===== src/rtl/window_extreme_tracker.sv =====
// Streaming window max/min tracker: MSB-first magnitude compare feeds the extreme registers,
// result presented under valid/ready. Optional min tracking enabled by defining TRACK_MIN_EN.
module window_extreme_tracker #(
  parameter int unsigned SIZE   = 8,
  parameter int unsigned WINDOW = 4,
  parameter int unsigned IDX_W  = 2
) (
  input  logic             clock_i,
  input  logic             reset_ni,
  input  logic             clear_i,
  input  logic             in_valid_i,
  output logic             in_ready_o,
  input  logic [SIZE-1:0]  sample_i,
  output logic             out_valid_o,
  input  logic             out_ready_i,
  output logic [SIZE-1:0]  max_val_o,
  output logic [IDX_W-1:0] max_idx_o,
  output logic [SIZE-1:0]  min_val_o
);

  localparam int unsigned      CNT_W   = IDX_W + 1;
  localparam logic [CNT_W-1:0] WIN_CNT = CNT_W'(WINDOW);
  localparam logic [CNT_W-1:0] ONE_CNT = CNT_W'(1);

  localparam logic [1:0] ST_EMPTY  = 2'd0;
  localparam logic [1:0] ST_ACCUM  = 2'd1;
  localparam logic [1:0] ST_REPORT = 2'd2;

  logic [1:0]       state_q, state_d;
  logic [CNT_W-1:0] count_q, count_d;
  logic [CNT_W-1:0] count_inc;
  logic [SIZE-1:0]  max_q, max_d;
  logic [IDX_W-1:0] idx_q, idx_d;
  logic             gt_max;
`ifdef TRACK_MIN_EN
  logic [SIZE-1:0]  min_q, min_d;
  logic             lt_min;
`endif

  // MSB-first unsigned compare: the first differing bit from the top decides a > b
  function automatic logic mag_gt(input logic [SIZE-1:0] a, input logic [SIZE-1:0] b);
    logic gt;
    logic decided;
    gt      = 1'b0;
    decided = 1'b0;
    for (int i = int'(SIZE) - 1; i >= 0; i--) begin
      if (!decided && (a[i] != b[i])) begin
        gt      = a[i];
        decided = 1'b1;
      end
    end
    return gt;
  endfunction

  assign count_inc = count_q + ONE_CNT;
  assign gt_max    = mag_gt(sample_i, max_q);
`ifdef TRACK_MIN_EN
  assign lt_min    = mag_gt(min_q, sample_i);
`endif

  // Next-state and register-update selection
  always_comb begin
    state_d = state_q;
    count_d = count_q;
    max_d   = max_q;
    idx_d   = idx_q;
`ifdef TRACK_MIN_EN
    min_d   = min_q;
`endif
    if (clear_i) begin
      state_d = ST_EMPTY;
      count_d = '0;
    end else begin
      case (state_q)
        ST_EMPTY: begin
          if (in_valid_i) begin
            max_d   = sample_i;
            idx_d   = '0;
`ifdef TRACK_MIN_EN
            min_d   = sample_i;
`endif
            count_d = ONE_CNT;
            state_d = (ONE_CNT == WIN_CNT) ? ST_REPORT : ST_ACCUM;
          end
        end
        ST_ACCUM: begin
          if (in_valid_i) begin
            // Strictly greater only, so ties keep the earlier index
            if (gt_max) begin
              max_d = sample_i;
              idx_d = count_q[IDX_W-1:0];
            end
`ifdef TRACK_MIN_EN
            if (lt_min) begin
              min_d = sample_i;
            end
`endif
            count_d = count_inc;
            if (count_inc == WIN_CNT) begin
              state_d = ST_REPORT;
            end
          end
        end
        ST_REPORT: begin
          if (out_ready_i) begin
            state_d = ST_EMPTY;
            count_d = '0;
          end
        end
        default: begin
          state_d = ST_EMPTY;
          count_d = '0;
        end
      endcase
    end
  end

  always_ff @(posedge clock_i or negedge reset_ni) begin
    if (!reset_ni) begin
      state_q <= ST_EMPTY;
      count_q <= '0;
      max_q   <= '0;
      idx_q   <= '0;
`ifdef TRACK_MIN_EN
      min_q   <= '0;
`endif
    end else begin
      state_q <= state_d;
      count_q <= count_d;
      max_q   <= max_d;
      idx_q   <= idx_d;
`ifdef TRACK_MIN_EN
      min_q   <= min_d;
`endif
    end
  end

  assign in_ready_o  = (state_q != ST_REPORT);
  assign out_valid_o = (state_q == ST_REPORT);
  assign max_val_o   = max_q;
  assign max_idx_o   = idx_q;
`ifdef TRACK_MIN_EN
  assign min_val_o   = min_q;
`else
  assign min_val_o   = '0;
`endif

endmodule


===== config.mk =====
export PLATFORM = sky130hd
export DESIGN_NAME = window_extreme_tracker
export DESIGN_NICKNAME = d
export VERILOG_FILES = /design/src/rtl/window_extreme_tracker.sv
export SDC_FILE = /design/constraint.sdc
export NUM_CORES = 1
export LEC_CHECK = 0
export ABC_AREA = 1
export CAP_MARGIN = 20
export CELL_PAD_IN_SITES_DETAIL_PLACEMENT = 1
export CELL_PAD_IN_SITES_GLOBAL_PLACEMENT = 1
export CORE_AREA = 2 2 62 64
export CTS_CLUSTER_SIZE = 16
export DETAILED_ROUTE_END_ITERATION = 8
export DIE_AREA = 0 0 64 66
export PLACE_DENSITY_LB_ADDON = 0.1
export SLEW_MARGIN = 30
export SYNTH_ARGS = -nofsm -noshare
export SYNTH_HDL_FRONTEND = slang
export SYNTH_SLANG_ARGS = --single-unit

===== constraint.sdc =====
create_clock -name clock_i -period 1.9 [get_ports clock_i]
set_input_delay 0.38 -clock clock_i [delete_from_list [all_inputs] [get_ports clock_i]]
set_output_delay 0.38 -clock clock_i [all_outputs]
set_load 0.03 [all_outputs]

==> impl_results.md, run 1 <==
- Clock Power Share: 13.4%
- Status: finished clean
- Commonest non-fill, non-tap cells in the layout: nand2_1, inv_1, clkdlybuf4s50_1
- Top Family by Delay on Critical Path: buffers and inverters
- Final hold violations: 0
- Register bit count reported by yosys: 15
- Period utilisation layout: between 90 and 100%
- 1st-pass router iterations: 4
- Die Y: around 66 um
- RSZ-0062 raised after global routing: no
- Starting DRT DRC Count: 21
- Library cells used by synthesis: 23
- Mapped Cells: 152
- Final Hold Slack: 409 ps
- CP endpoint kind: primary output
- Register area share after synthesis: 34.8%
- Post-Place Cell Area: around 1400 um2
- Slew Limit Fails: 0
- Max Clock Freq: 559 MHz
- Initial Util: 30.4%
- Fillers: 462
- Fin Setup TNS: 0 ps
- Area grow syn2layout: 36.2%
- Critical Path RT: ~1500 ps
- Buffers & Inverters on Critical Path: 1
- Worst path max stage delay: around 700 ps
- Die area: ~4200 um2
- Cell Pwr Density: 907 nW/um2
- Inserted Clock Buffers: 3
- Vias: between 1,000 and 1,500
- Die W: approximately 64 um
- Switching Share: 44.2%
- Post-layout min period: 1790 ps
- Total grt overflow: 0
- Power Internal: ~740 uW
- Initial antenna violation count: 0
- Syn. warnings: 0
- Post-CTS setup buffers: 0
- Row count: 22
- Endpoints failing setup: 0
- Synth Cell Area: 1080 um2
- Final total power: 1330 uW
- Syn Area/Cell: 7.10 um2
- Pleak: between 0.0007 and 0.0008 uW
- Routability cong.: about 0.72
- Pin count of the biggest net entering global routing: 16
- Sinks on Clock Net: 15
- Total GRT Usage: 14.0%
- WL final: 2620 um
- Vias in the first global route: between 1,000 and 1,500
- WS Path Type: reg -> out
- Drt wl/cell: between 10 and 15 um
- Final ANT Viol Nets: 0
- Core ar.: 3550 um2
- CP arrival: 1410 ps
- Fraction of layout cells with a size suffix above 1: 20.5%
- First-pass GRT wire length: 4770 um
- VDD IR max: 0.000403 V
- Switch Pwr: 589 uW
- Worst Hold Class: in -> async
- CTS tree: yes
- Number of remaining DRC errors: 0
- # diodes: 0
- Seq pwr share: 34.4%
- CTS clk-pin slew, worst paths: 90 ps
- H-tree Lvls: 1
- Critical-path cell list: clkdlybuf4s50_1
- HPWL after DPL: between 2000 and 2500 um
- Number of I/O pins: 33
- Clock root cell: clkbuf_4
- Via-per-instance ratio: 4.29
- Final Instance Area: 1470 um2
- Area occupied by registers: 375 um2
- Max-Cap Viols: 0
- Most common cell after layout, fill and taps aside: nand2_1
- Crit-path max FO: 5
- # port buffers: 24
- Layout Nets: between 200 and 250
- Startpoint types: flop
- Worst clock skew: 3.54 ps
- Clock Latency Late Sink: 270 ps
- Area occupied by multi-input gates: 563 um2
- CP max stage cell: clkdlybuf4s50_1
- CTS Buffer Depth: 2
- Combinational power share: 52.1%
-- cell usage after synthesis --
library cell | count | area (um2)
inv_2 | 3 | 11.3
nand2_2 | 3 | 18.8
o21ai_0 | 5 | 25.0
buf_6 | 1 | 11.3
ha_1 | 3 | 37.5
o21ai_1 | 1 | 5.00
a22o_1 | 1 | 8.76
o21ai_2 | 2 | 17.5
buf_4 | 9 | 67.6
a31oi_1 | 1 | 6.26
nand4_1 | 3 | 18.8
nand3_1 | 3 | 15.0
nand2_1 | 50 | 188
a21oi_1 | 1 | 5.00
nor2_2 | 2 | 12.5
clkinv_1 | 1 | 3.75
inv_1 | 24 | 90.1
dfrtp_1 | 15 | 375
xor2_1 | 1 | 8.76
nand3_2 | 10 | 100
conb_1 | 1 | 3.75
and3_2 | 1 | 7.51
nor2_1 | 11 | 41.3
-- stage by stage --
stage	cells	util, %	setup WS [ps]
finish	238	41.4	111
global route	238	41.4	50.3
CTS	238	40.8	10.8
detailed placement	234	40.1	-265
global placement	234	40.1	-203
floorplan	159	-	157
-- state kept, by name (all words and copies together) (netlist names) --
signal     flops
state_q        2
max_idx_o      2
count_q        3
max_val_o      8
-- logic make-up after synthesis --
| kind of cell | share of synthesized area [%] |
|---|---|
| compound gates | 6.26 |
| other cells | 0.348 |
| xor+xnor | 0.812 |
| flops | 34.8 |
| buf+inv | 17.1 |
| simple gates | 37.2 |
| fa+ha+maj | 3.48 |
-- area by class of cell --
| type | count | area share (%) |
|---|---|---|
| multi-input cells | 106 | 38.3 |
| repair buffers | 37 | 23.0 |
| inverters | 28 | 7.16 |
| well taps | 48 | 4.09 |
| flip-flops and latches | 15 | 25.6 |
| clock buffers | 3 | 1.53 |
| clock inverters | 1 | 0.341 |
-- path summary, 6_finish.rpt --
path / to / cells after the start / slack [ps] / from
min in group clock_i: max_idx_o[1]$_DFFE_PN0P_ / 2 / 500 / max_idx_o[1]$_DFFE_PN0P_
max reg2reg: max_idx_o[0]$_DFFE_PN0P_ / 12 / 230 / max_val_o[7]$_DFFE_PN0P_
min reg2reg: max_idx_o[1]$_DFFE_PN0P_ / 2 / 500 / max_idx_o[1]$_DFFE_PN0P_
max: max_val_o[5] / 1 / 110 / max_val_o[5]$_DFFE_PN0P_
max in group asynchronous: state_q[0]$_DFFE_PN0P_ / 2 / 1310 / reset_ni
min: max_idx_o[1]$_DFFE_PN0P_ / 2 / 410 / reset_ni
-- per-layer routing --
| metal | up-vias | GRT usage (%) | part of all wire, % |
|---|---|---|---|
| li1 | 522 | - | - |
| met5 | - | 0 | 0 |
| met3 | 2 | 2.39 | 3.5 |
| met2 | 22 | 25.1 | 51 |
| met4 | 0 | 2.45 | 0.50 |
| met1 | 475 | 17.8 | 45 |
-- repair_timing --
item,in CTS,in global routing
hold buffers,0,0
pin swaps,0,1
gates resized for setup,2,3
hold endpoints to repair,0,0
endpoints found under the setup margin,2,10
-- power groups by stage --
| stage | clock network (uW) | registers (uW) | logic [uW] |
|---|---|---|---|
| after floorplan | 0 | 571 | 329 |
| after global placement | 0 | 463 | 670 |
| after detailed placement | 0 | 469 | 685 |
| after CTS | 189 | 462 | 690 |
| after global routing | 206 | 474 | 782 |
| final | 179 | 458 | 695 |
No activity file was read; power rests on OpenSTA's default activity.
==> inputs of run 2 (changes only) <==
--- a/config.mk
+++ b/config.mk
@@ -5,14 +5,13 @@
 export SDC_FILE = /design/constraint.sdc
 export NUM_CORES = 1
 export LEC_CHECK = 0
-export ABC_AREA = 1
 export CAP_MARGIN = 20
 export CELL_PAD_IN_SITES_DETAIL_PLACEMENT = 1
 export CELL_PAD_IN_SITES_GLOBAL_PLACEMENT = 1
-export CORE_AREA = 2 2 62 64
+export CORE_AREA = 2 2 58 60
 export CTS_CLUSTER_SIZE = 16
 export DETAILED_ROUTE_END_ITERATION = 8
-export DIE_AREA = 0 0 64 66
+export DIE_AREA = 0 0 60 62
 export PLACE_DENSITY_LB_ADDON = 0.1
 export SLEW_MARGIN = 30
 export SYNTH_ARGS = -nofsm -noshare
==> run 2 against run 1 <==
  * The run now ends with negative setup slack left
  * Combinational power grew 73%
  * Count of clock-buffer cells in the layout grew 1
  * Cell count is 17% lower
  * Largest cell class unchanged
  * Largest power group unchanged
==> impl_results.md, run 2 <==
- Post-Place Cell Area: 1390 um2 (-2.3%)
- Die area: 3720 um2 (-12%)
- Failing checks: negative setup slack
- Synth cell count leaders: dfrtp_1, inv_1, nand2b_1
- Library cells used by synthesis: 33 (+43%)
- Final total power: 1880 uW (+41%)
- Mapped Cells: 99 (-35%)
- Slew Limit Fails: 0 (unchanged)
- Status: finished with violations
- CTS Buffer Depth: 2 (unchanged)
- Most frequent CP cell: inv_2
- Clock root cell: clkbuf_4
- Post-layout min period: 2060 ps (+271 ps)
- Fraction of layout cells with a size suffix above 1: 33.1% (+13 points)
- Row count: 21 (-4.5%)
- Starting DRT DRC Count: 21 (unchanged)
- Pin count of the biggest net entering global routing: 16 (unchanged)
- Synth top area share: 38.8% (+4.0 points)
- Register bit count reported by yosys: 15 (unchanged)
- Endpoints failing setup: 10 (+10)
- Total grt overflow: 0 (unchanged)
- Cell Pwr Density: 1260 nW/um2 (+39%)
- Most instantiated library cell after synthesis: dfrtp_1
- Sinks on Clock Net: 15 (unchanged)
- Routability cong.: 0.765 (+6.3%)
- Number of remaining DRC errors: 0 (unchanged)
- # port buffers: 24 (unchanged)
- Core Util, Final: 47.0% (+5.6 points)
- Syn Area/Cell: 9.77 um2 (+38%)
- Critical-path cell list: inv_2 -> ha_4 -> inv_2 -> or3b_1 -> a32o_2 -> a31o_1 -> buf_6 -> mux2_4
- Core ar.: 3180 um2 (-10%)
- WL final: 2430 um (-7.5%)
- CP endpoint kind: flop
- VDD IR max: 0.000262 V (-35%)
- Top FF cell, synth: dfrtp_1
- Max FFs per register: 8 (unchanged)
- Synth Cell Area: 967 um2 (-10%)
- Critical Path RT: 2080 ps (+560 ps)
- 1st-pass router iterations: 4 (unchanged)
- Clock Latency Late Sink: 280 ps (about the same)
- Via-per-instance ratio: 4.26 (-0.72%)
- Max-Cap Viols: 0 (unchanged)
- Reg-to-reg startpoint: max_val_o[7]$_DFFE_PN0P_
- R2r worst-path depth: 8 (-4)
- Final hold violations: 0 (unchanged)
- Post-route setup slack: -160 ps (-271 ps)
- CTS clk-pin slew, worst paths: 90 ps (about the same)
- Vias in the first global route: 848 (-22%)
- EDFF count, synth: 0 (unchanged)
- Die Y: 62 um (-6.1%)
- Die W: 60 um (-6.3%)
- WS Path Type: reg -> reg
- # diodes: 0 (unchanged)
- CP arrival: 2240 ps (+830 ps)
- Inserted Clock Buffers: 3 (unchanged)
- Register area share after synthesis: 38.8% (+4.0 points)
- Crit-path max FO: 5 (unchanged)
- CP max stage cell: dfrtp_2
- Most common cell after layout, fill and taps aside: buf_4
- Post-CTS Hold Buffers: 0 (unchanged)
- First-pass GRT wire length: 3820 um (-20%)
- Area grow syn2layout: 54.5%
- H-tree Lvls: 1 (unchanged)
- Worst clock skew: 3.13 ps (-0.411 ps)
- Layout Nets: 168 (-19%)
- Max Clock Freq: 485 MHz (-13%)
- Biggest area consumer among synthesized cells: dfrtp_1
- Final Instance Area: 1490 um2 (+1.7%)
- Total GRT Usage: 14.2% (+0.18 points)
- Number of I/O pins: 33 (unchanged)
- Worst path max stage delay: 380 ps (-320 ps)
- Pre-CTS setup slack: -634 ps (-369 ps)
- Pleak: 0.000709 uW (-9.9%)
- Initial Util: 30.4% (+0.048 points)
- Startpoint types: flop
- Initial antenna violation count: 0 (unchanged)
- FFs w/ async S/R, synth: 100% (unchanged)
- CTS tree: yes
- RSZ-0062 raised after global routing: yes
- Period utilisation layout: 108% (+14 points)
- Drt wl/cell: 12.3 um (+12%)
- Vias: 839 (-18%)
- Synth area leaders: dfrtp_1, mux2_4, nand2b_1, buf_4, ha_1
- Worst R2R Setup Slack: -160 ps (-390 ps)
- Worst Hold Class: in -> async
- Commonest non-fill, non-tap cells in the layout: buf_4, clkdlybuf4s50_1, dfrtp_1
- R2r endpoint: max_val_o[2]$_DFFE_PN0P_
- HPWL after DPL: 1900 um (-13%)
- Fin Setup TNS: -1240 ps (-1240 ps)
- Final ANT Viol Nets: 0 (unchanged)
- Syn. warnings: 0 (unchanged)
## run 2: what timing repair did
item | CTS | global route
endpoints found under the setup margin | 12 | 10
setup buffers | 3 | 2
cloned | 0 | 0
gates resized for setup | 16 | 3
pin swaps | 4 | 2
## run 2: cell type report
| type | count | area, um2 |
|---|---|---|
| Clock buffer | 4 | 26.3 |
| Sequential cell | 15 | 377 |
| Timing Repair Buffer | 50 | 437 |
| Tap cell | 46 | 57.6 |
| Fill cell | 381 | 1690 |
| Multi-Input combinational cell | 71 | 556 |
| Inverter | 11 | 41.3 |
## run 2: worst max-delay path, delay by kind of cell, from the launching register on
kind	cells	cell delay (ps)
simple gates	1	350
flops	1	380
buf+inv	3	220
mux	1	290
fa+ha+maj	1	260
compound gates	2	460
## run 2: worst max path at each step
stage / cells past startpoint / slack (ps) / to / from
floorplan: 8 / -190 / max_val_o[7]$_DFFE_PN0P_ / max_val_o[7]$_DFFE_PN0P_
global placement: 8 / -610 / max_val_o[2]$_DFFE_PN0P_ / sample_i[7]
detailed placement: 8 / -630 / max_val_o[0]$_DFFE_PN0P_ / sample_i[7]
CTS: 8 / -190 / max_val_o[0]$_DFFE_PN0P_ / max_val_o[7]$_DFFE_PN0P_
global route: 8 / -220 / max_val_o[2]$_DFFE_PN0P_ / max_val_o[4]$_DFFE_PN0P_
finish: 8 / -160 / max_val_o[2]$_DFFE_PN0P_ / max_val_o[7]$_DFFE_PN0P_
## run 2: where the power goes
| group | switching, uW | internal [uW] | leakage (uW) | total, uW |
|---|---|---|---|---|
| clock | 104 | 81.5 | 0.0000150 | 186 |
| sequential | 75.5 | 418 | 0.000186 | 493 |
| combinational | 545 | 653 | 0.000507 | 1200 |
| total | 724 | 1150 | 0.000709 | 1880 |
## run 2: logic make-up (layout without fill, tap and decap cells)
family | Yosys count | in the layout | share of synthesized area [%]
mux | 8 | 8 | 11.9
compound gates | 16 | 16 | 11.3
xor+xnor | 1 | 1 | 0.906
other cells | 1 | 8 | 0.388
simple gates | 33 | 33 | 19.1
buf+inv | 20 | 65 | 11.6
flops | 15 | 15 | 38.8
fa+ha+maj | 5 | 5 | 5.95
## run 2: layer usage
layer / up-vias / wire length (um) / GRT usage (%)
met5: - / 0 / 0
met4: 0 / 19 / 5.71
met3: 2 / 97 / 3.31
met2: 19 / 1280 / 25.8
met1: 396 / 1030 / 16.1
li1: 422 / - / -
## run 2: metrics by stage
stage | hold slack [ps] | std cells
CTS | 405 | 195
finish | 410 | 197
floorplan | 84.4 | 106
global route | 405 | 197
detailed placement | 512 | 188
global placement | 496 | 188
==> inputs of run 3 (changes only) <==
==> constraint.sdc (replaced) <==
create_clock -name clock_i -period 2.2 [get_ports clock_i]
set_input_delay 0.44 -clock clock_i [delete_from_list [all_inputs] [get_ports clock_i]]
set_output_delay 0.44 -clock clock_i [all_outputs]
set_load 0.03 [all_outputs]
==> run 3 against run 2 <==
  * The run now ends clean
  * Routed wire length up 0.33%
  * Combinational power decreased by 25%
  * Global-route usage up 0.79 points
  * Worst setup slack improved by 250 ps
  * Critical path depth decreased by 5
  * Hold slack got worse by 3.1 ps
  * Register-to-register slack improved by 280 ps
  * Clock skew decreased by 2.4 ps
  * Sequential cell count is the same
  * Core utilization shrank 2.4 points
  * Cell count shrank 4.1%
  * Total power down 20%
  * Critical path type is now reg -> out
  * Largest power group unchanged
  * Highest routed layer unchanged
==> impl_results.md, run 3 (synthesis results as in run 2) <==
- Status: finished clean
- Pin count of the biggest net entering global routing: 10 (-6)
- Clock Latency Late Sink: 290 ps (about the same)
- WS Path Type: reg -> out
- Seq pwr share: 28.8% (+2.5 points)
- Sinks on Clock Net: 15 (unchanged)
- Area grow syn2layout: 46.6%
- CTS Buffer Depth: 2 (unchanged)
- Cell Pwr Density: 1060 nW/um2 (-15%)
- Pleak: 0.000664 uW (-6.3%)
- Max Clock Freq: 474 MHz
- Switching Share: 40.4% (+1.8 points)
- Clock Power Share: 11.1% (+1.2 points)
- Post-layout min period: 2110 ps
- Period utilisation layout: approximately 96%
- Crit-path max FO: 7 (+2)
- Core Util, Final: 44.6% (-2.4 points)
- Number of I/O pins: 33 (unchanged)
- Cells after DPL: 184 (-2.1%)
- 1st-pass router iterations: 2 (-2)
- Top Family by Delay on Critical Path: buffers and inverters
- R2r endpoint: max_val_o[7]$_DFFE_PN0P_
- Vias in the first global route: 898 (+5.9%)
- Total grt overflow: 0 (unchanged)
- Most common cell after layout, fill and taps aside: clkdlybuf4s50_1
- Drt wl/cell: 12.9 um (+4.6%)
- Combinational power share: 60.0% (-3.8 points)
- VDD IR max: 0.000281 V (+7.0%)
- Fillers: 373 (-2.1%)
- Post-CTS setup buffers: 0 (-3)
- # port buffers: 24 (unchanged)
- Power Internal: 897 uW (-22%)
- Clock root cell: clkbuf_4
- First-pass GRT wire length: 4090 um (+7.2%)
- Switch Pwr: 608 uW (-16%)
- Routability cong.: 0.748 (-2.2%)
- Fraction of layout cells with a size suffix above 1: 27.3% (-5.8 points)
- Row count: 21 (unchanged)
- Critical Path RT: 1760 ps (-320 ps)
- Total GRT Usage: 15.0% (+0.79 points)
- Max FFs per register: 8 (unchanged)
- Die Y: 62 um (unchanged)
- CTS clk-pin slew, worst paths: 100 ps (about the same)
- Endpoints failing setup: 0 (-10)
- CTS tree: yes
- Starting DRT DRC Count: 17 (-19%)
- R2r worst-path depth: 7 (-1)
- Final hold violations: 0 (unchanged)
- Critical-path cell list: nand2b_1 -> inv_2 -> clkdlybuf4s50_1
- CP max stage cell: clkdlybuf4s50_1
- Initial Util: 30.4% (unchanged)
- Number of remaining DRC errors: 0 (unchanged)
- Worst path max stage delay: 660 ps (+280 ps)
- Die area: 3720 um2 (unchanged)
- Buffers & Inverters on Critical Path: 2 (-1)
- Via-per-instance ratio: 4.48 (+5.2%)
- Slew Limit Fails: 0 (unchanged)
- Vias: 847 (+0.95%)
- Layout Nets: 160 (-4.8%)
- CP arrival: 1670 ps (-570 ps)
- Worst R2R Setup Slack: 120 ps (+280 ps)
- Worst Hold Class: in -> async
- WL final: 2430 um (+0.33%)
- Final ANT Viol Nets: 0 (unchanged)
- Reg-to-reg startpoint: max_val_o[7]$_DFFE_PN0P_
- Final Hold Slack: 407 ps (-3.08 ps)
- Inserted Clock Buffers: 3 (unchanged)
- Fin Setup TNS: 0 ps (+1240 ps)
- Core ar.: 3180 um2 (unchanged)
- H-tree Lvls: 1 (unchanged)
- Commonest non-fill, non-tap cells in the layout: clkdlybuf4s50_1, buf_4, dfrtp_1
- Post-CTS Hold Buffers: 0 (unchanged)
- Startpoint types: flop
- Initial antenna violation count: 0 (unchanged)
- CP Depth: 3 (-5)
- Worst clock skew: 0.731 ps (-2.40 ps)
- HPWL after DPL: 1880 um (-1.0%)
- # diodes: 0 (unchanged)
- Max-Cap Viols: 0 (unchanged)
- RSZ-0062 raised after global routing: no
- Die W: 60 um (unchanged)
- CP endpoint kind: primary output
- Post-route insts no fill: 189 (-4.1%)
[run 3: repair_timing]
item	CTS	global route
setup endpoints to repair	10	8
gates cloned	1	0
resized for setup	8	2
pin swaps	2	3
[run 3: area by class of cell]
cell class	count	area [um2]	area share, %
Sequential cell	15	377	26.6
Tap cell	46	57.6	4.06
Multi-Input combinational cell	72	549	38.7
Inverter	11	41.3	2.91
Clock buffer	3	22.5	1.59
Clock inverter	1	5.00	0.353
Timing Repair Buffer	41	365	25.8
[run 3: through the flow]
stage	power [uW]	worst slack [ps]	cell area (um2)
finish	1510	91.8	1420
detailed placement	1310	-573	1360
floorplan	964	26.4	1010
global route	1620	10.3	1420
CTS	1520	12.3	1410
global placement	1290	-544	1360
[run 3: worst max path at each step]
stage                                   from                        to  slack, ps
detailed placement               sample_i[7]  max_val_o[1]$_DFFE_PN0P_       -570
floorplan           max_val_o[7]$_DFFE_PN0P_  max_val_o[7]$_DFFE_PN0P_         30
global route          state_q[0]$_DFFE_PN0P_               out_valid_o         10
global placement                 sample_i[7]  max_val_o[7]$_DFFE_PN0P_       -540
finish                state_q[0]$_DFFE_PN0P_               out_valid_o         90
CTS                              sample_i[6]  max_val_o[7]$_DFFE_PN0P_         10
[run 3: metal layers]
metal	vias to the layer above	global-route usage, %	part of all wire (%)
li1	409	-	-
met1	419	18.6	46
met2	17	26.2	51
met3	2	2.48	2.7
met4	0	5.71	0.78
met5	-	0	0
[run 3: power by group through the flow]
| stage | Clock [uW] | Sequential, uW | Combinational [uW] |
|---|---|---|---|
| 2_1_floorplan | 0 | 595 | 369 |
| 3_3_place_gp | 0 | 435 | 857 |
| 3_5_place_dp | 0 | 437 | 873 |
| 4_1_cts | 175 | 435 | 908 |
| 5_1_grt | 191 | 449 | 978 |
| 6_report | 168 | 434 | 904 |
[run 3: worst register-to-register path, delay by kind of cell (launching register included)]
family / cells / cell delay [ps]
AOI/OAI and AO/OA: 2 / 580
adders and majority gates: 1 / 260
buffers and inverters: 2 / 80
DFF: 1 / 380
muxes: 1 / 300
and+or+nand+nor: 1 / 360
